<file path="config.mk">
export PLATFORM = sky130hd
export DESIGN_NAME = imem_responder_flat
export DESIGN_NICKNAME = d
export VERILOG_FILES = /design/src/rtl/imem_responder_if.sv /design/src/rtl/imem_responder.sv /design/src/flat_wrapper.sv
export SDC_FILE = /design/constraint.sdc
export NUM_CORES = 2
export LEC_CHECK = 0
export CORE_ASPECT_RATIO = 1.1
export CORE_MARGIN = 3
export CORE_UTILIZATION = 45
export CTS_CLUSTER_SIZE = 16
export DETAILED_ROUTE_END_ITERATION = 8
export SLEW_MARGIN = 40
export SYNTH_ARGS = -nofsm -noshare
export SYNTH_HDL_FRONTEND = slang
export SYNTH_SLANG_ARGS = --single-unit
</file>
<file path="constraint.sdc">
create_clock -name clk -period 3.15 [get_ports clk]
set_input_delay 0.63 -clock clk [delete_from_list [all_inputs] [get_ports clk]]
set_output_delay 0.63 -clock clk [all_outputs]
set_load 0.01 [all_outputs]
</file>
<file path="src/rtl/imem_responder_if.sv">
// Fetch request/response channel between the IF stage (master) and the
// instruction-memory responder (slave), including the IF flush.
interface imem_responder_if;
  logic        req_valid;
  logic        req_ready;
  logic [31:0] req_addr;
  logic        flush;
  logic        rsp_valid;
  logic        rsp_ready;
  logic [31:0] rsp_instr;
  logic [31:0] rsp_addr;
  logic        rsp_err;

  modport master (
    output req_valid, req_addr, flush, rsp_ready,
    input  req_ready, rsp_valid, rsp_instr, rsp_addr, rsp_err
  );

  modport slave (
    input  req_valid, req_addr, flush, rsp_ready,
    output req_ready, rsp_valid, rsp_instr, rsp_addr, rsp_err
  );
endinterface

</file>
<file path="src/rtl/imem_responder.sv">
// Instruction-memory responder: accepts fetches, waits LATENCY cycles, returns
// the word (or NOP on a bad address); flush cancels, load port programs memory.
//
// state  | meaning
// S_IDLE | no fetch outstanding, ready for a request
// S_WAIT | fetch accepted, wait counter running
// S_RESP | response registered and presented until handoff
module imem_responder #(
  parameter int          DEPTH_LOG2 = 6,
  parameter int          LATENCY    = 2,
  parameter logic [31:0] NOP        = 32'h00000013
) (
  input  logic                  clk,
  input  logic                  reset,
  imem_responder_if.slave       bus,
  input  logic                  ld_en,
  input  logic [DEPTH_LOG2-1:0] ld_addr,
  input  logic [31:0]           ld_data,
  output logic                  busy
);

  typedef enum logic [1:0] {S_IDLE, S_WAIT, S_RESP} state_t;

  localparam logic [2:0] LAT = 3'(LATENCY);

  state_t      state, state_nxt;
  logic [2:0]  cnt;
  logic [31:0] cap_addr;
  logic [31:0] rd_addr;
  logic        rd_err;
  logic        accept;
  logic        load_rsp;
  logic [31:0] rsp_instr_q;
  logic [31:0] rsp_addr_q;
  logic        rsp_err_q;

  logic [31:0] mem [2**DEPTH_LOG2];

  assign bus.req_ready = (state == S_IDLE) || ((state == S_RESP) && bus.rsp_ready) || bus.flush;
  assign accept        = bus.req_valid && bus.req_ready;

  // With zero wait states the accepted address is read in the same cycle.
  assign rd_addr  = accept ? bus.req_addr : cap_addr;
  assign rd_err   = (rd_addr[1:0] != 2'b00) || (rd_addr[31:DEPTH_LOG2+2] != '0);
  assign load_rsp = (state_nxt == S_RESP) && (accept || (state != S_RESP));

  always_comb begin
    state_nxt = state;
    if (accept) begin
      state_nxt = (LAT == 3'd0) ? S_RESP : S_WAIT;
    end else if (bus.flush) begin
      state_nxt = S_IDLE;
    end else begin
      case (state)
        S_WAIT:  if (cnt == 3'd1) state_nxt = S_RESP;
        S_RESP:  if (bus.rsp_ready) state_nxt = S_IDLE;
        default: state_nxt = state;
      endcase
    end
  end

  always_ff @(posedge clk or negedge reset) begin
    if (!reset) begin
      state       <= S_IDLE;
      cnt         <= 3'd0;
      cap_addr    <= 32'd0;
      rsp_instr_q <= 32'd0;
      rsp_addr_q  <= 32'd0;
      rsp_err_q   <= 1'b0;
    end else begin
      state <= state_nxt;
      if (accept) begin
        cnt      <= LAT;
        cap_addr <= bus.req_addr;
      end else if (state == S_WAIT) begin
        cnt <= cnt - 3'd1;
      end
      if (load_rsp) begin
        rsp_addr_q  <= rd_addr;
        rsp_err_q   <= rd_err;
        rsp_instr_q <= rd_err ? NOP : mem[rd_addr[DEPTH_LOG2+1:2]];
      end
    end
  end

  // Not reset; a same-edge write is seen by the next read, not this one.
  always_ff @(posedge clk) begin
    if (ld_en) mem[ld_addr] <= ld_data;
  end

  assign bus.rsp_valid = (state == S_RESP);
  assign bus.rsp_instr = rsp_instr_q;
  assign bus.rsp_addr  = rsp_addr_q;
  assign bus.rsp_err   = rsp_err_q;
  assign busy          = (state != S_IDLE);

endmodule
</file>
<file path="src/flat_wrapper.sv">
// flat-port wrapper written by rule: the top's interface ports become plain ports
module imem_responder_flat 
#(
  parameter int          DEPTH_LOG2 = 6,
  parameter int          LATENCY    = 2,
  parameter logic [31:0] NOP        = 32'h00000013
)
  (clk, reset, ld_en, ld_addr, ld_data, busy, bus_req_valid, bus_req_addr, bus_flush, bus_rsp_ready, bus_req_ready, bus_rsp_valid, bus_rsp_instr, bus_rsp_addr, bus_rsp_err);
  imem_responder_if bus_i ();
  input  logic clk;
  input  logic reset;
  input  logic ld_en;
  input  logic [DEPTH_LOG2-1:0] ld_addr;
  input  logic [31:0] ld_data;
  output logic busy;
  input wire logic [$bits(bus_i.req_valid)-1:0] bus_req_valid;
  input wire logic [$bits(bus_i.req_addr)-1:0] bus_req_addr;
  input wire logic [$bits(bus_i.flush)-1:0] bus_flush;
  input wire logic [$bits(bus_i.rsp_ready)-1:0] bus_rsp_ready;
  output wire logic [$bits(bus_i.req_ready)-1:0] bus_req_ready;
  output wire logic [$bits(bus_i.rsp_valid)-1:0] bus_rsp_valid;
  output wire logic [$bits(bus_i.rsp_instr)-1:0] bus_rsp_instr;
  output wire logic [$bits(bus_i.rsp_addr)-1:0] bus_rsp_addr;
  output wire logic [$bits(bus_i.rsp_err)-1:0] bus_rsp_err;
  assign bus_i.req_valid = bus_req_valid;
  assign bus_i.req_addr = bus_req_addr;
  assign bus_i.flush = bus_flush;
  assign bus_i.rsp_ready = bus_rsp_ready;
  assign bus_req_ready = bus_i.req_ready;
  assign bus_rsp_valid = bus_i.rsp_valid;
  assign bus_rsp_instr = bus_i.rsp_instr;
  assign bus_rsp_addr = bus_i.rsp_addr;
  assign bus_rsp_err = bus_i.rsp_err;
  imem_responder #(.DEPTH_LOG2(DEPTH_LOG2), .LATENCY(LATENCY), .NOP(NOP)) u_core (.clk(clk), .reset(reset), .bus(bus_i), .ld_en(ld_en), .ld_addr(ld_addr), .ld_data(ld_data), .busy(busy));
endmodule
</file>
==> flow_metrics.py <==
metrics = {
    "status": {
        "status": "complete, but fails checks",
        "violations": "setup timing",
    },
    "finish": {
        "fillers": 14600,
        "syn_to_final_growth_pct": 24.7,
        "layout-drive-gt1-share_pct": 21.3,
        "instances_no_fill": 9386,
        "fin_nets": 6844,
    },
    "global_routing": {
        "grtUsageTotal_pct": 28.3,
        "grt_overflow": 0,
        "grt_antenna_before_repair": 14,
        "grt_max_degree": 80,
        "grt_pass1_vias": 54400,
        "grt_pass1_wl_mm": 392,
    },
    "power": {
        "finalPower_mw": 69.0,
        "power-per-cell-area_nw_per_um2": 653,
        "vdd_drop_max_mv": 0.606,
        "p_leak_nw": 37.1,
    },
    "clocking": {
        "clockBufferDepth": 3,
        "worstSkewPairLatency_ns": 0.87,
        "clk_pin_slew_ns": 0.06,
        "cts_inserted_buffers": 210,
        "htree_levels": 4,
        "root_buffer": "clkbuf_16",
        "clkSinkCount": 2150,
        "cts_tree": "built",
    },
    "worst_setup_path": {
        "crit_family": "buffers and inverters",
        "critical-path-slowest-cell": "dfrtp_1",
        "cpPeakStageDelay_ns": 0.40,
        "r2r-start": "u_core.state[1]",
        "cp-start-kind": "flop",
        "reg2reg_to": "u_core.bus.rsp_instr[16]",
        "worstPathMaxFanout": 13,
        "cp-startpoint": "u_core.state[1]",
        "cp_num_buf_inv": 7,
        "end_kind": "flop",
        "reg2reg_depth": 17,
        "cp.depth": 17,
        "critPathKind": "flop to flop",
        "required_ns": 3.86,
        "crit_path_cell_trace": "inv_2 > ha_4 > a211oi_4 > buf_6 > buf_6 > inv_6 > nand3_2 > and2_4 > inv_12 > buf_12 > buf_4 > mux2i_1 > a221o_1 > a311oi_1 > or4_1 > o22ai_1 > o221ai_1",
        "crit_path_frequent_cell": "buf_6",
        "ff2ff_setup_slack_ns": -0.24,
        "arrival_ns": 4.10,
        "crit_end": "u_core.bus.rsp_instr[16]",
    },
    "sta": {
        "slew_headroom_pct": 49.0,
        "hold_violations": 0,
        "period_share_pct": 108,
        "finalSetupTns_ns": -4.67,
        "period_needed_ns": 3.39,
        "rsz0062_at_grt": "true",
        "setup_slack_ns": -0.238,
        "finClkSkew_ns": 0.0300,
        "report.final.slew_viol_count": 0,
        "setup_viol": 32,
        "fmax_mhz": 295,
        "tightest_slew_ns": 0.765,
    },
    "route": {
        "totalWireLength_mm": 283,
        "post_drt_wl_per_cell_um": 30.2,
        "drc": 0,
        "vias": 56900,
        "ant_nets": 0,
        "drtIter0Drc": 7816,
        "viasPerCell": 6.06,
        "drt_first_pass_iters": 8,
    },
    "floorplanning": {
        "dieArea_sq_um": 194000,
        "die_w_um": 420,
        "rows": 166,
        "core_sq_um": 187000,
        "start_util_pct": 45.4,
        "die_h_um": 461,
        "io_pins": 144,
    },
    "logic_synthesis": {
        "synth_xor_area_share_pct": 0.0207,
        "syn_avg_cell_area_sq_um": 14.0,
        "synth_simple_gate_area_share_pct": 13.0,
        "syn-instance-count": 6036,
        "ys_ff_latch": 2150,
        "synth_compound_area_share_pct": 6.03,
        "synth_enable_flop_cells": 2048,
        "synthAdderAreaFrac_pct": 0.0738,
        "yosysUniqueCellTypes": 55,
        "yosys_warnings": 0,
        "yosysSeqAreaShare_pct": 75.6,
        "async_flop_share_pct": 4.74,
        "synth_flop_cell": "edfxtp_1",
        "synth_top_family_by_area": "simple AND/OR/NAND/NOR gates",
        "netlist_area_sq_um": 84700,
        "synth_top_area_share_pct": 72.6,
        "synth_fp_nets": 6117,
        "synth_top_cell_by_area": "edfxtp_1",
        "synth.area.mux_share_pct": 3.15,
        "yosysMostFrequentCell": "edfxtp_1",
        "synthTopCellsByArea": "edfxtp_1 73%, nand2_1 7.2%, dfrtp_1 3.0%, nand3_1 2.6%, mux2i_1 2.1%",
        "ys_top_cells_by_count": "2,048 x edfxtp_1, 1,633 x nand2_1, 439 x nand3_1",
    },
    "placement": {
        "port_buffers": 143,
        "dp.cells": 8871,
        "routabilityCongestion": 0.872,
        "place_hpwl_mm": 164,
    },
    "flow_run": {
        "drv_cap": 0,
    },
    "hold_path": {
        "min_path_type": "primary input to flop",
    },
}
final cells by class:
type	instances	area [sq um]	area share, %
Antenna cell	6	15.0	0.0142
Clock buffer	270	5670	5.37
Clock inverter	123	1180	1.12
Inverter	16	98.8	0.0936
Multi-Input combinational cell	3481	20800	19.7
Sequential cell	2150	64100	60.6
Tap cell	2436	3050	2.89
Timing Repair Buffer	903	10700	10.1
Timing Repair inverter	1	16.3	0.0154
repair_timing:
item | CTS | global route
pin swaps | 80 | 82
endpoints found under the hold margin | 46 | 0
gates cloned | 17 | 24
endpoints found under the setup margin | 33 | 33
hold buffers | 1 | 0
gates resized for setup | 207 | 216
setup buffers | 44 | 33
layout by cell type, fill, tap and decap left out, types with 47 or more instances in the layout:
| cell type | instances |
|---|---|
| mux2i_1 | 153 |
| edfxtp_1 | 2048 |
| buf_12 | 165 |
| nand3_1 | 423 |
| a211oi_1 | 66 |
| clkdlybuf4s50_1 | 109 |
| a311oi_1 | 88 |
| and3_1 | 197 |
| nor2_1 | 47 |
| a21oi_1 | 108 |
| nor2_4 | 63 |
| dfrtp_1 | 102 |
| nand2_1 | 1621 |
| clkbuf_16 | 234 |
| a311oi_2 | 48 |
| a31oi_1 | 88 |
| buf_4 | 493 |
flip-flops by register name, summed over array words and instances, names as in the netlist:
name / count
u_core.bus.rsp_addr: 32
u_core.bus.rsp_err: 1
u_core.bus.rsp_instr: 32
u_core.cap_addr: 32
u_core.cnt: 3
u_core.mem: 2048
u_core.state: 2
power breakdown:
part           total (mW)  internal, mW  switching, mW
sequential           32.0          31.8          0.224
clock                25.0          14.1           11.0
combinational        12.0          4.99           7.03
how the worst min path moves through the flow:
stage                                  from                      end  slack (ns)  cells past startpoint
finish                          ld_data[21]       u_core.mem[35][21]        0.18                      1
global route                    ld_data[21]       u_core.mem[34][21]        0.17                      1
CTS                             ld_data[10]        u_core.mem[0][10]        0.15                      1
detailed placement  u_core.bus.rsp_addr[17]  u_core.bus.rsp_addr[17]        0.46                      2
global placement    u_core.bus.rsp_addr[15]  u_core.bus.rsp_addr[15]        0.46                      2
floorplan                             reset   u_core.bus.rsp_addr[0]        0.33                      0
through the flow:
stage / utilization [%] / setup WS [ns] / hold slack (ns) / cell area [sq um]
finish: 56.6 / -0.238 / 0.179 / 106000
detailed placement: 50.9 / -1.06 / 0.463 / 95000
global route: 56.6 / -0.315 / 0.170 / 106000
CTS: 55.6 / -0.177 / 0.152 / 104000
floorplan: - / -0.132 / 0.334 / 84700
global placement: 50.9 / -1.04 / 0.458 / 94900
logic make-up (layout without fill, tap and decap cells):
family          Yosys count  in the layout
flops                  2150           2150
compound gates          703            703
other cells               0              6
simple gates           2554           2554
mux                     217            217
xor+xnor                  2              2
buf+inv                 405           1313
fa+ha+maj                 5              5
worst register-to-register path: stages (launching register included):
cell	delay [ns]
dfrtp_1	0.40
inv_2	0.07
ha_4	0.17
a211oi_4	0.22
buf_6	0.16
buf_6	0.14
inv_6	0.04
nand3_2	0.07
and2_4	0.25
inv_12	0.10
buf_12	0.17
buf_4	0.21
mux2i_1	0.19
a221o_1	0.28
a311oi_1	0.07
or4_1	0.39
o22ai_1	0.17
o221ai_1	0.13
per-layer routing:
metal | share of wire (%) | global-route usage [%] | up-vias
li1 | - | - | 24200
met4 | 4.5 | 11.5 | 6
met1 | 38 | 37.8 | 28700
met5 | 0.012 | 0 | -
met2 | 48 | 46.1 | 3292
met3 | 10 | 5.22 | 626
Power figures use the tool's default switching activity.
